<file path="src/rtl/xor_lane_parity_acc.sv">
// Streaming lane-parity accumulator. Each WIDTH-bit word is reduced to LANES
// parity bits and XOR-accumulated across a frame. One parity vector and a
// saturating word count are produced for each frame, through a one-deep
// output register.
module xor_lane_parity_acc #(
  parameter int WIDTH = 32,
  parameter int LANES = 4,
  parameter int ODD   = 0,
  parameter int CNTW  = 16
) (
  input  logic             CLK,
  input  logic             RN,
  input  logic             I_VALID,
  output logic             I_READY,
  input  logic [WIDTH-1:0] I_DATA,
  input  logic             I_LAST,
  input  logic             I_ABORT,
  output logic             O_VALID,
  input  logic             O_READY,
  output logic [LANES-1:0] O_PAR,
  output logic [CNTW-1:0]  O_WORDS,
  output logic             O_OVF
);

  localparam int unsigned LW = WIDTH / LANES;

  typedef enum logic [1:0] {
    ST_IDLE,
    ST_FRAME,
    ST_HOLD
  } state_t;

  state_t           state_q, state_d;
  logic             s1_full_q, s1_full_d;
  logic [LANES-1:0] s1_par_q, s1_par_d;
  logic             s1_last_q, s1_last_d;
  logic [LANES-1:0] acc_q, acc_d;
  logic [CNTW-1:0]  cnt_q, cnt_d;
  logic             ovf_q, ovf_d;
  logic             o_valid_q, o_valid_d;
  logic [LANES-1:0] o_par_q, o_par_d;
  logic [CNTW-1:0]  o_words_q, o_words_d;
  logic             o_ovf_q, o_ovf_d;

  logic [LANES-1:0] lane_par;
  logic [LANES-1:0] odd_mask;
  logic [CNTW-1:0]  cnt_inc;
  logic             cnt_max;
  logic             ovf_nxt;
  logic             consume;
  logic             accept;

  // Per-lane parity of the incoming word, plus the saturating count/overflow step.
  always_comb begin
    lane_par = '0;
    for (int unsigned l = 0; l < LANES; l++) begin
      lane_par[l] = ^I_DATA[l*LW +: LW];
    end
    odd_mask = (ODD != 0) ? '1 : '0;
    cnt_max  = (cnt_q == '1);
    cnt_inc  = cnt_max ? cnt_q : cnt_q + CNTW'(1);
    ovf_nxt  = ovf_q | cnt_max;
  end

  // Datapath: S1 handshake, frame accumulation, output capture and drain.
  // Abort suppresses the S1 consume so a discarded word never reaches acc or the output.
  always_comb begin
    consume   = s1_full_q & (~s1_last_q | ~o_valid_q | O_READY) & ~I_ABORT;
    I_READY   = RN & ~I_ABORT & (~s1_full_q | consume);
    accept    = I_VALID & I_READY;

    s1_full_d = s1_full_q;
    s1_par_d  = s1_par_q;
    s1_last_d = s1_last_q;
    acc_d     = acc_q;
    cnt_d     = cnt_q;
    ovf_d     = ovf_q;
    o_valid_d = o_valid_q;
    o_par_d   = o_par_q;
    o_words_d = o_words_q;
    o_ovf_d   = o_ovf_q;

    if (O_READY) begin
      o_valid_d = 1'b0;
    end

    if (consume) begin
      s1_full_d = 1'b0;
      acc_d     = acc_q ^ s1_par_q;
      cnt_d     = cnt_inc;
      ovf_d     = ovf_nxt;
      if (s1_last_q) begin
        o_par_d   = acc_q ^ s1_par_q ^ odd_mask;
        o_words_d = cnt_inc;
        o_ovf_d   = ovf_nxt;
        o_valid_d = 1'b1;
        acc_d     = '0;
        cnt_d     = '0;
        ovf_d     = 1'b0;
      end
    end

    if (accept) begin
      s1_full_d = 1'b1;
      s1_par_d  = lane_par;
      s1_last_d = I_LAST;
    end

    if (I_ABORT) begin
      s1_full_d = 1'b0;
      acc_d     = '0;
      cnt_d     = '0;
      ovf_d     = 1'b0;
    end
  end

  // Frame-state next-state logic.
  always_comb begin
    state_d = state_q;
    if (consume) begin
      if (!s1_last_q) begin
        state_d = ST_FRAME;
      end else if (O_READY) begin
        state_d = ST_IDLE;
      end else begin
        state_d = ST_HOLD;
      end
    end else if (state_q == ST_HOLD) begin
      if (O_READY) begin
        state_d = ST_IDLE;
      end
    end else if (I_ABORT) begin
      state_d = ST_IDLE;
    end
  end

  // State register with synchronous active-low reset.
  always_ff @(posedge CLK) begin
    if (!RN) begin
      state_q   <= ST_IDLE;
      s1_full_q <= 1'b0;
      s1_par_q  <= '0;
      s1_last_q <= 1'b0;
      acc_q     <= '0;
      cnt_q     <= '0;
      ovf_q     <= 1'b0;
      o_valid_q <= 1'b0;
      o_par_q   <= '0;
      o_words_q <= '0;
      o_ovf_q   <= 1'b0;
    end else begin
      state_q   <= state_d;
      s1_full_q <= s1_full_d;
      s1_par_q  <= s1_par_d;
      s1_last_q <= s1_last_d;
      acc_q     <= acc_d;
      cnt_q     <= cnt_d;
      ovf_q     <= ovf_d;
      o_valid_q <= o_valid_d;
      o_par_q   <= o_par_d;
      o_words_q <= o_words_d;
      o_ovf_q   <= o_ovf_d;
    end
  end

  assign O_VALID = o_valid_q;
  assign O_PAR   = o_par_q;
  assign O_WORDS = o_words_q;
  assign O_OVF   = o_ovf_q;

endmodule

</file>
<file path="config.mk">
export PLATFORM = sky130hd
export DESIGN_NAME = xor_lane_parity_acc
export DESIGN_NICKNAME = d
export VERILOG_FILES = /design/src/rtl/xor_lane_parity_acc.sv
export SDC_FILE = /design/constraint.sdc
export NUM_CORES = 1
export LEC_CHECK = 0
export BUFFER_PORTS_ARGS = -buffer_cell sky130_fd_sc_hd__buf_4
export CAP_MARGIN = 20
export CORE_UTILIZATION = 53
export DETAILED_ROUTE_END_ITERATION = 8
export PLACE_DENSITY = 0.75
export SLEW_MARGIN = 40
export SYNTH_ARGS = -nofsm -noshare
export SYNTH_HDL_FRONTEND = slang
export SYNTH_SLANG_ARGS = --single-unit
</file>
<file path="constraint.sdc">
create_clock -name CLK -period 2.73 [get_ports CLK]
set_clock_uncertainty 0.15 [all_clocks]
set_input_delay 0.546 -clock CLK [delete_from_list [all_inputs] [get_ports CLK]]
set_output_delay 0.546 -clock CLK [all_outputs]
set_load 0.05 [all_outputs]
</file>
* Word-level counts from Yosys, hierarchy flattened
Index checks and enable logic that the tools add are counted.
Storage, ports and cells: register bits after elaboration 49, input port bits 38, output and inout port bits 23, logic and storage cells 43
Operators by class: $add $sub $neg 1, equal/unequal tests 1, mux-type cells 9, bitwise logic cells 15, reduce and logical (&&, ||, !) cells 7
Operator list (number):
- 2-to-1 mux 16 bit | 2
- parity 8 bit | 4
- adder 16 x 1 -> 16 bit, second input constant | 1
- == test 16 bit, second input constant | 1
- 2-to-1 mux 1 bit | 6
- bitwise AND 1 bit | 5
- inverter 1 bit | 5
- 2-to-1 mux 4 bit | 1
- OR 1 bit | 4
- XOR 4 bit | 1
- AND reduction 2 bit | 1
- nonzero test 2 bit | 1
- OR reduction 2 bit | 1

* Logic depth before layout (Yosys ltp)
Gate-level depths: netlist of the first run.
depth after elaboration 9, mapped depth 7, depth with buffers taken out 6

* Worst setup path after synthesis of the first run
No wires, ideal clock.
path type flip-flop to output port, from register o_valid_q (netlist: O_VALID), to output port I_READY, arrival 1706 ps, required time 2034 ps, slack 328 ps, cell stages (with the launch flop) 4, path buffers 0, cell sequence dfxtp_1 -> and3b_1 -> nand2b_1 -> a21oi_1
On the way: longest elaborated chain between the ends 7
Ends and longest elaborated chain:
- start, declared | RTL line 40 | logic o_valid_q, o_valid_d;
- start signal, assigned | RTL line 159 | o_valid_q <= o_valid_d;
- inverter 1 bit | RTL line 68 | consume = s1_full_q & (~s1_last_q | ~o_valid_q | O_READY) & ~I_ABORT;
- OR 1 bit (2 in series) | RTL line 68
- bitwise AND 1 bit (2 in series) | RTL line 68
- OR 1 bit | RTL line 69 | I_READY = RN & ~I_ABORT & (~s1_full_q | consume);
- bitwise AND 1 bit | RTL line 69
- end, declared | RTL line 14 | output logic I_READY,
No other way between the ends.

* Worst setup path after layout of the first run
from register s1_last_q, to output port I_READY
On the way: longest elaborated chain between the ends 7
Ends and longest elaborated chain:
- start, declared | RTL line 36 | logic s1_last_q, s1_last_d;
- start signal, assigned | RTL line 155 | s1_last_q <= s1_last_d;
- inverter 1 bit | RTL line 68
- OR 1 bit (2 in series) | RTL line 68
- bitwise AND 1 bit (2 in series) | RTL line 68
- OR 1 bit | RTL line 69
- bitwise AND 1 bit | RTL line 69
No other way between the ends.

==> results of run 1 <==
-- power by group --
part | internal [mW] | total (mW) | switching [mW]
clock network | 0.201 | 0.424 | 0.223
logic | 0.0968 | 0.172 | 0.0756
registers | 0.721 | 0.730 | 0.00860
total | 1.02 | 1.33 | 0.307
-- final cells by class --
class / count / area [um2] / share of cell area
Sequential cell: 49 / 981 / 0.314
Inverter: 3 / 11.3 / 0.00360
Timing Repair Buffer: 65 / 488 / 0.156
Multi-Input combinational cell: 239 / 1470 / 0.472
Clock buffer: 7 / 86.3 / 0.0276
Tap cell: 67 / 83.8 / 0.0268
-- logic make-up after synthesis --
logic type,after synthesis,share of synthesized area
flip-flops,49,0.379
multiplexers,4,0.0155
AO/OA/AOI/OAI,96,0.222
XOR/XNOR,41,0.139
buffers and inverters,20,0.0526
adder cells (fa/ha/maj),1,0.00483
AND/OR/NAND/NOR,97,0.188
-- layout by cell type (no fill, tap or decap), types with 3 or more instances in the layout --
cell type and count:
nand2_1 33, mux2i_1 4, xnor2_1 39, o22ai_1 4
a31oi_1 11, nand3_1 8, nor2_1 24, o21ai_1 3
nor2b_1 5, o211a_1 4, a21oi_1 29, nand2b_1 5
dfxtp_1 49, clkbuf_8 6, inv_1 3, o21ai_0 29
buf_4 65, nor3_1 6
-- sequential cells by signal, summed over array words and instances (netlist names), 4 cells and up --
signal and flops:
O_PAR 4, O_WORDS 16, cnt_q 16, acc_q 4, s1_par_q 4
-- through the flow --
stage | instances | instance area, um2 | worst slack (ns) | hold WS, ns
floorplan | 308 | 2590 | 0.328 | 0.328
global placement | 423 | 3040 | 0.585 | 0.310
detailed placement | 423 | 3040 | 0.522 | 0.316
CTS | 430 | 3120 | 0.556 | 0.320
global route | 430 | 3120 | 0.426 | 0.328
finish | 430 | 3120 | 0.558 | 0.320
-- critical path: stages (launching register included) --
cell,delay (ns)
dfxtp_1,0.36
and3b_1,0.21
nand2b_1,0.21
a21oi_1,0.18
buf_4,0.22
-- per-layer routing --
metal,routed length (um),part of all wire,track usage,up-vias
met1,2470,0.44,0.272,1100
met2,2790,0.50,0.400,74
met5,0,0,0,-
met3,267,0.048,0.0486,6
li1,-,-,-,1190
met4,59,0.011,0.0915,0
-- final timing paths --
path | startpoint | endpoint
max | s1_last_q | I_READY
min | I_VALID | s1_full_q
max reg2reg | cnt_q[0] | O_WORDS[5]
min reg2reg | O_WORDS[12] | O_WORDS[12]
==> impl_metrics.env, run 1 <==
export IMPL_total_power_mw=1.33
export IMPL_ff2ff_setup_slack_ns=0.57
export IMPL_hold_viol_final=0
export IMPL_row_count=25
export IMPL_totalWireLength_um=5590
export IMPL_layout_drive_gt1_share=0.218
export IMPL_antenna_cells=0
export IMPL_synth_area_leaders="dfxtp_1 (38%), xnor2_1 (13%), a21oi_1 (5.6%)"
export IMPL_synth_seq_cells=49
export IMPL_leakagePower_nw=1.17
export IMPL_ys_seq_area_frac=0.379
export IMPL_drt_first_pass_iters=6
export IMPL_die_x_um=71.9
export IMPL_post_cts_resized=0
export IMPL_synth_edf_count=0
export IMPL_io_buffer_count=60
export IMPL_grt_max_degree=31
export IMPL_cts_made_buffers=5
export IMPL_finalSetupTns_ns=0
export IMPL_outcome="finished, violations left"
export IMPL_grt_antenna_before_repair=0
export IMPL_postSynthAreaPerCell_um2=8.41
export IMPL_synth_commonest_cells="dfxtp_1 (49), xnor2_1 (39), nand2_1 (33)"
export IMPL_cp_arrival_ns=1.48
export IMPL_grt_overflow_total=0
export IMPL_synth_top_area_cell="dfxtp_1"
export IMPL_yosys_most_used_dff="dfxtp_1"
export IMPL_synth_most_common_cell="dfxtp_1"
export IMPL_initial_core_util=0.549
export IMPL_track_usage=0.228
export IMPL_place_hpwl_um=4150
export IMPL_worst_setup_path_type="flip-flop to output port"
export IMPL_ir_worst_vdd_mv=0.223
export IMPL_clk_latency_ns=0.30
export IMPL_setup_violations=0
export IMPL_fillers=426
export IMPL_tightest_slew_ns=0.613
export IMPL_worstPathRequired_ns=2.03
export IMPL_die_h_um=71.9
export IMPL_gp_congestion=0.834
export IMPL_yosys_warnings=0
export IMPL_ant_nets=0
export IMPL_startpoint_type="flip-flop"
export IMPL_relSlewSlack=0.588
export IMPL_critPathCaptureType="output port"
export IMPL_crit_fanout=5
export IMPL_io_pins=61
export IMPL_synth_nets=347
export IMPL_drc=2
export IMPL_grt_setup_unrepaired="no"
export IMPL_worst_setup_hold_path_clk_slew_ns=0.09
export IMPL_synthArstFlopShare=0
export IMPL_r2r_cells=6
export IMPL_power_density_mw_per_mm2=425
export IMPL_cts_max_path_buffers=2
export IMPL_area_growth_pct=20.6
export IMPL_routedWlPerCell_um=13.0
export IMPL_slew_violations=0
export IMPL_cts_root_buf="clkbuf_8"
export IMPL_h_tree_depth=2
export IMPL_timing_final_crit_share=0.796
export IMPL_core_area_mm2=0.00472
export IMPL_ctsHoldBuffers=0
export IMPL_vias=2370
export IMPL_post_drt_via_cell_ratio=5.51
export IMPL_synth_area_mm2=0.00259
export IMPL_cts_setup_buffers=0
export IMPL_dieArea_mm2=0.00517
export IMPL_ys_types=47
export IMPL_clock_sinks=49
export IMPL_drt_iter0_drc=147
export IMPL_min_path_type="input pin to flip-flop"
export IMPL_synthCells=308
export IMPL_fin_crit_ns=2.17
export IMPL_drv_cap=0
export IMPL_violations="design-rule violations"
export IMPL_layout_nets=402
export IMPL_grt_pass1_wl_um=9310
export IMPL_grt_pass1_vias=2152
export IMPL_hold_depth=3
export IMPL_fmax_mhz=460
export IMPL_cts_tree="yes"
export IMPL_synth_top_area_share=0.379
export IMPL_final_core_util=0.661
Power figures use the tool's default switching activity.
==> run 2, diff against run 1 <==
- clock period: 2.73 -> 2.19 ns (I/O delays scaled with it)
==> run 2 against run 1 <==
Net effect: the flow now finishes without violations; sequential share of layout area fell by 1.2 points; final area rose by 4.0%; die area did not move; routed wire length rose by 4.2%; clock-buffer cell count did not move; critical path type unchanged.
==> impl_metrics.env, run 2 (same netlist as run 1, synthesis figures left out) <==
export IMPL_cts_tree="yes"
export IMPL_io_pins=61
export IMPL_h_tree_depth=2
export IMPL_antenna_cells=0
export IMPL_grt_pass1_vias=2255
export IMPL_slowest_stage="dfxtp_1"
export IMPL_cts_max_path_buffers=2
export IMPL_r2r_end="O_WORDS[14]"
export IMPL_path_cells="and3b_1 -> nand2b_1 -> a21oi_2 -> buf_4"
export IMPL_crit_fanout=5
export IMPL_grt_max_degree=25
export IMPL_use_met3=0.0444
export IMPL_finalSetupTns_ns=0
export IMPL_fin_crit_ns=2.06
export IMPL_r2r_start="cnt_q[0]"
export IMPL_place_hpwl_um=4350
export IMPL_slew_violations=0
export IMPL_drt_iter0_drc=173
export IMPL_cp_arrival_ns=1.47
export IMPL_row_count=25
export IMPL_path_buf_inv=1
export IMPL_layout_commonest_cell="buf_4"
export IMPL_dieArea_mm2=0.00517
export IMPL_hold_viol_final=0
export IMPL_p_clk_frac=0.320
export IMPL_grt_overflow_total=0
export IMPL_cp_endpoint="I_READY"
export IMPL_met2_usage=0.425
export IMPL_p_int_mw=1.28
export IMPL_initial_core_util=0.549
export IMPL_outcome="finished, final reports clean"
export IMPL_cts_made_buffers=5
export IMPL_worst_setup_path_type="flip-flop to output port"
export IMPL_timing_final_crit_share=0.939
export IMPL_core_area_mm2=0.00472
export IMPL_ctsHoldBuffers=0
export IMPL_post_drt_via_cell_ratio=5.46
export IMPL_power_density_mw_per_mm2=513
export IMPL_cp_slowest_stage_delay_ns=0.36
export IMPL_grt_use_met1=0.277
export IMPL_power_share_sequential=0.545
export IMPL_grt_antenna_before_repair=0
export IMPL_area_growth_pct=25.4
export IMPL_r2r_cells=6
export IMPL_setup_violations=0
export IMPL_vias=2424
export IMPL_busiest_layer="met2"
export IMPL_track_usage=0.237
export IMPL_clk_latency_ns=0.30
export IMPL_worst_setup_hold_path_clk_slew_ns=0.08
export IMPL_fillers=410
export IMPL_grt_setup_unrepaired="no"
export IMPL_grt_pass1_wl_um=9710
export IMPL_cp_top_family="simple AND/OR/NAND/NOR gates"
export IMPL_leakagePower_nw=1.24
export IMPL_tightest_slew_ns=0.556
export IMPL_drt_first_pass_iters=4
export IMPL_gp_congestion=0.887
export IMPL_cts_root_buf="clkbuf_8"
export IMPL_io_buffer_count=60
export IMPL_clock_sinks=49
export IMPL_ir_worst_vdd_mv=0.290
export IMPL_drc=0
export IMPL_ant_nets=0
export IMPL_cp_num_cells=4
export IMPL_totalWireLength_um=5820
export IMPL_drv_cap=0
export IMPL_hold_ws_ns=0.219
export IMPL_relSlewSlack=0.626
export IMPL_swShare=0.234
export IMPL_p_comb_frac=0.135
export IMPL_die_h_um=71.9
export IMPL_critPathCaptureType="output port"
export IMPL_layout_drive_gt1_share=0.252
export IMPL_fmax_mhz=486
export IMPL_worstPathRequired_ns=1.60
export IMPL_startpoint="s1_last_q"
export IMPL_routedWlPerCell_um=13.1
export IMPL_most_common_layout_cells="buf_4 (78), dfxtp_1 (49), xnor2_1 (39)"
export IMPL_power_switching_mw=0.390
export IMPL_layout_nets=416
export IMPL_ff2ff_setup_slack_ns=0.18
export IMPL_die_x_um=71.9
export IMPL_min_path_type="input pin to flip-flop"
export IMPL_startpoint_type="flip-flop"
-- run 2: cell type report --
type | count | area (um2) | share of cell area
well taps | 67 | 83.8 | 0.0258
inverters | 3 | 11.3 | 0.00347
clock buffers | 7 | 86.3 | 0.0266
multi-input cells | 239 | 1480 | 0.456
flip-flops and latches | 49 | 981 | 0.302
repair buffers | 79 | 606 | 0.186
-- run 2: layer usage --
| layer | wire length, um | share of wire | up-vias |
|---|---|---|---|
| met2 | 2910 | 0.50 | 83 |
| met5 | 0 | 0 | - |
| li1 | - | - | 1216 |
| met3 | 310 | 0.053 | 13 |
| met1 | 2490 | 0.43 | 1112 |
| met4 | 109 | 0.019 | 0 |
-- run 2: stage by stage --
stage          area (um2)  setup WS (ns)  total power, mW  instances   util
2_1_floorplan        2590          0.190             1.07        308      -
3_3_place_gp         3160          0.210             1.15        437  0.669
6_report             3250          0.133             1.67        444  0.688
3_5_place_dp         3160          0.161             1.16        437  0.669
5_1_grt              3250         0.0270             1.74        444  0.688
4_1_cts              3250          0.121             1.69        444  0.687
-- run 2: power groups by stage --
stage | clock, mW | sequential (mW) | combinational [mW]
after floorplan | 0 | 0.933 | 0.133
after global placement | 0 | 0.929 | 0.219
after detailed placement | 0 | 0.929 | 0.226
after CTS | 0.552 | 0.908 | 0.227
after global routing | 0.583 | 0.910 | 0.244
final | 0.533 | 0.908 | 0.225
-- run 2: worst register-to-register path, cell delays in order (launching register included) --
cell and delay (ns):
dfxtp_1 0.42, ha_2 0.26, nand3_1 0.10, or2_1 0.35
nor3_1 0.27, mux2i_1 0.27, o22ai_1 0.10
-- run 2: worst min path at each step --
stage	endpoint	cells past startpoint	start	slack [ns]
6_report	s1_full_q	3	I_VALID	0.22
5_1_grt	s1_full_q	3	I_VALID	0.21
4_1_cts	s1_full_q	3	I_VALID	0.20
3_5_place_dp	O_WORDS[6]	2	O_WORDS[6]	0.32
3_3_place_gp	O_WORDS[10]	2	O_WORDS[10]	0.31
2_1_floorplan	O_WORDS[1]	2	cnt_q[1]	0.33
-- run 2: repair_timing --
| item | in CTS | in global routing |
|---|---|---|
| buffers inserted | 0 | 0 |
| endpoints found under the setup margin | 0 | 1 |
| resized for setup | 0 | 1 |
==> run 3, diff against run 2 <==
- SETUP_SLACK_MARGIN: not set -> 0.15
==> run 3 against run 2 <==
Net effect: die area did not move; register-to-register slack improved by 0.08 ns; clock-buffer cell count unchanged; global-route usage barely moved; non-clock buffer count is the same; power grew 0.26%; combinational power about the same; worst hold slack got worse by 0.0042 ns; clock power is essentially flat; final area increased by 1.0%.
==> impl_metrics.env, run 3 (same netlist as run 1, synthesis figures left out) <==
export IMPL_outcome="finished, final reports clean"
export IMPL_grt_overflow_total=0
export IMPL_antenna_cells=0
export IMPL_grt_max_degree=25
export IMPL_hold_depth=3
export IMPL_row_count=25
export IMPL_tightest_slew_ns=0.450
export IMPL_place_hpwl_um=4350
export IMPL_most_common_layout_cells="buf_4 (77), dfxtp_1 (48), xnor2_1 (39)"
export IMPL_fmax_mhz=503
export IMPL_io_buffer_count=60
export IMPL_power_density_mw_per_mm2=509
export IMPL_p_comb_frac=0.135
export IMPL_seqCellArea_um2=982
export IMPL_cts_max_path_buffers=2
export IMPL_routedWlPerCell_um=13.3
export IMPL_gp_congestion=0.887
export IMPL_hold_viol_final=0
export IMPL_io_pins=61
export IMPL_min_path_type="input pin to flip-flop"
export IMPL_p_int_mw=1.28
export IMPL_die_h_um=71.9
export IMPL_hp_start="I_VALID"
export IMPL_cts_tree="yes"
export IMPL_area_growth_pct=26.7
export IMPL_core_area_mm2=0.00472
export IMPL_drt_iter0_drc=134
export IMPL_finalSetupTns_ns=0
export IMPL_dieArea_mm2=0.00517
export IMPL_ant_nets=0
export IMPL_layout_drive_gt1_share=0.273
export IMPL_totalWireLength_um=5910
export IMPL_r2r_cells=6
export IMPL_vias=2433
export IMPL_post_drt_via_cell_ratio=5.48
export IMPL_timing_final_crit_share=0.908
export IMPL_ir_worst_vdd_mv=0.292
export IMPL_relSlewSlack=0.699
export IMPL_startpoint_type="flip-flop"
export IMPL_cp_arrival_ns=1.40
export IMPL_p_clk_frac=0.321
export IMPL_ff2ff_setup_slack_ns=0.26
export IMPL_layout_commonest_cell="buf_4"
export IMPL_worst_setup_hold_path_clk_slew_ns=0.08
export IMPL_track_usage=0.237
export IMPL_fillers=406
export IMPL_finalNonFillerCells=444
export IMPL_drv_cap=0
export IMPL_swShare=0.235
export IMPL_clk_latency_ns=0.30
export IMPL_cts_made_buffers=5
export IMPL_initial_core_util=0.549
export IMPL_grt_antenna_before_repair=0
export IMPL_r2r_start="cnt_q[0]"
export IMPL_critPathCaptureType="output port"
export IMPL_placedInstanceArea_mm2=0.00316
export IMPL_setup_violations=0
export IMPL_layout_nets=416
export IMPL_h_tree_depth=2
export IMPL_drc=0
export IMPL_grt_setup_unrepaired="yes"
export IMPL_grt_pass1_vias=2258
export IMPL_power_switching_mw=0.393
export IMPL_hold_ws_ns=0.215
export IMPL_r2r_end="O_WORDS[12]"
export IMPL_die_x_um=71.9
export IMPL_fin_crit_ns=1.99
export IMPL_crit_fanout=5
export IMPL_clock_sinks=49
export IMPL_leakagePower_nw=1.25
export IMPL_placed_cells=437
export IMPL_drt_first_pass_iters=4
export IMPL_grt_pass1_wl_um=9720
export IMPL_hold_end="s1_full_q"
export IMPL_slew_violations=0
export IMPL_multiInputGateArea_mm2=0.00151
export IMPL_worstPathRequired_ns=1.60
export IMPL_power_share_sequential=0.544
export IMPL_ctsHoldBuffers=0
export IMPL_cts_root_buf="clkbuf_8"
export IMPL_fin_area_mm2=0.00328
export IMPL_worst_setup_path_type="flip-flop to output port"
## run 3: worst max-delay path: stages (launching register included)
cell and delay (ns):
dfxtp_2 0.35, and3b_1 0.19, nand2b_2 0.22, a21oi_2 0.16, buf_6 0.18
## run 3: power by group through the flow
| stage | Clock [mW] | Sequential, mW | Combinational [mW] |
|---|---|---|---|
| 2_1_floorplan | 0 | 0.933 | 0.133 |
| 3_3_place_gp | 0 | 0.929 | 0.219 |
| 3_5_place_dp | 0 | 0.929 | 0.226 |
| 4_1_cts | 0.552 | 0.908 | 0.228 |
| 5_1_grt | 0.583 | 0.910 | 0.246 |
| 6_report | 0.536 | 0.909 | 0.226 |
## run 3: area by class of cell
type / count / share of cell area
Multi-Input combinational cell: 239 / 0.460
Sequential cell: 49 / 0.299
Timing Repair Buffer: 79 / 0.186
Clock buffer: 7 / 0.0263
Tap cell: 67 / 0.0255
Inverter: 3 / 0.00343
## run 3: how the worst max path moves through the flow
| stage | start | depth (start not counted) | end | slack [ns] |
|---|---|---|---|---|
| finish | s1_last_q | 4 | I_READY | 0.20 |
| global route | cnt_q[0] | 6 | O_WORDS[12] | 0.11 |
| CTS | cnt_q[0] | 6 | O_WORDS[14] | 0.15 |
| detailed placement | cnt_q[0] | 6 | O_WORDS[14] | 0.16 |
| global placement | cnt_q[0] | 6 | O_WORDS[14] | 0.21 |
| floorplan | O_VALID | 3 | I_READY | 0.19 |
## run 3: routing by layer
metal / share of wire / wire (um) / vias up / track usage
li1: - / - / 1214 / -
met1: 0.44 / 2590 / 1125 / 0.279
met2: 0.50 / 2940 / 84 / 0.425
met3: 0.051 / 301 / 10 / 0.0431
met4: 0.013 / 78 / 0 / 0.0959
met5: 0 / 0 / - / 0
## run 3: per-stage QoR
stage          setup WS (ns)  total power [mW]   util
2_1_floorplan          0.190              1.07      -
3_3_place_gp           0.210              1.15  0.669
3_5_place_dp           0.161              1.16  0.669
4_1_cts                0.152              1.69  0.688
5_1_grt                0.110              1.74  0.695
6_report               0.201              1.67  0.695
## run 3: timing repair
item,CTS,global route
pin swaps,0,1
setup buffers,0,0
endpoints found under the hold margin,0,0
setup endpoints to repair,1,15
resized for setup,2,9
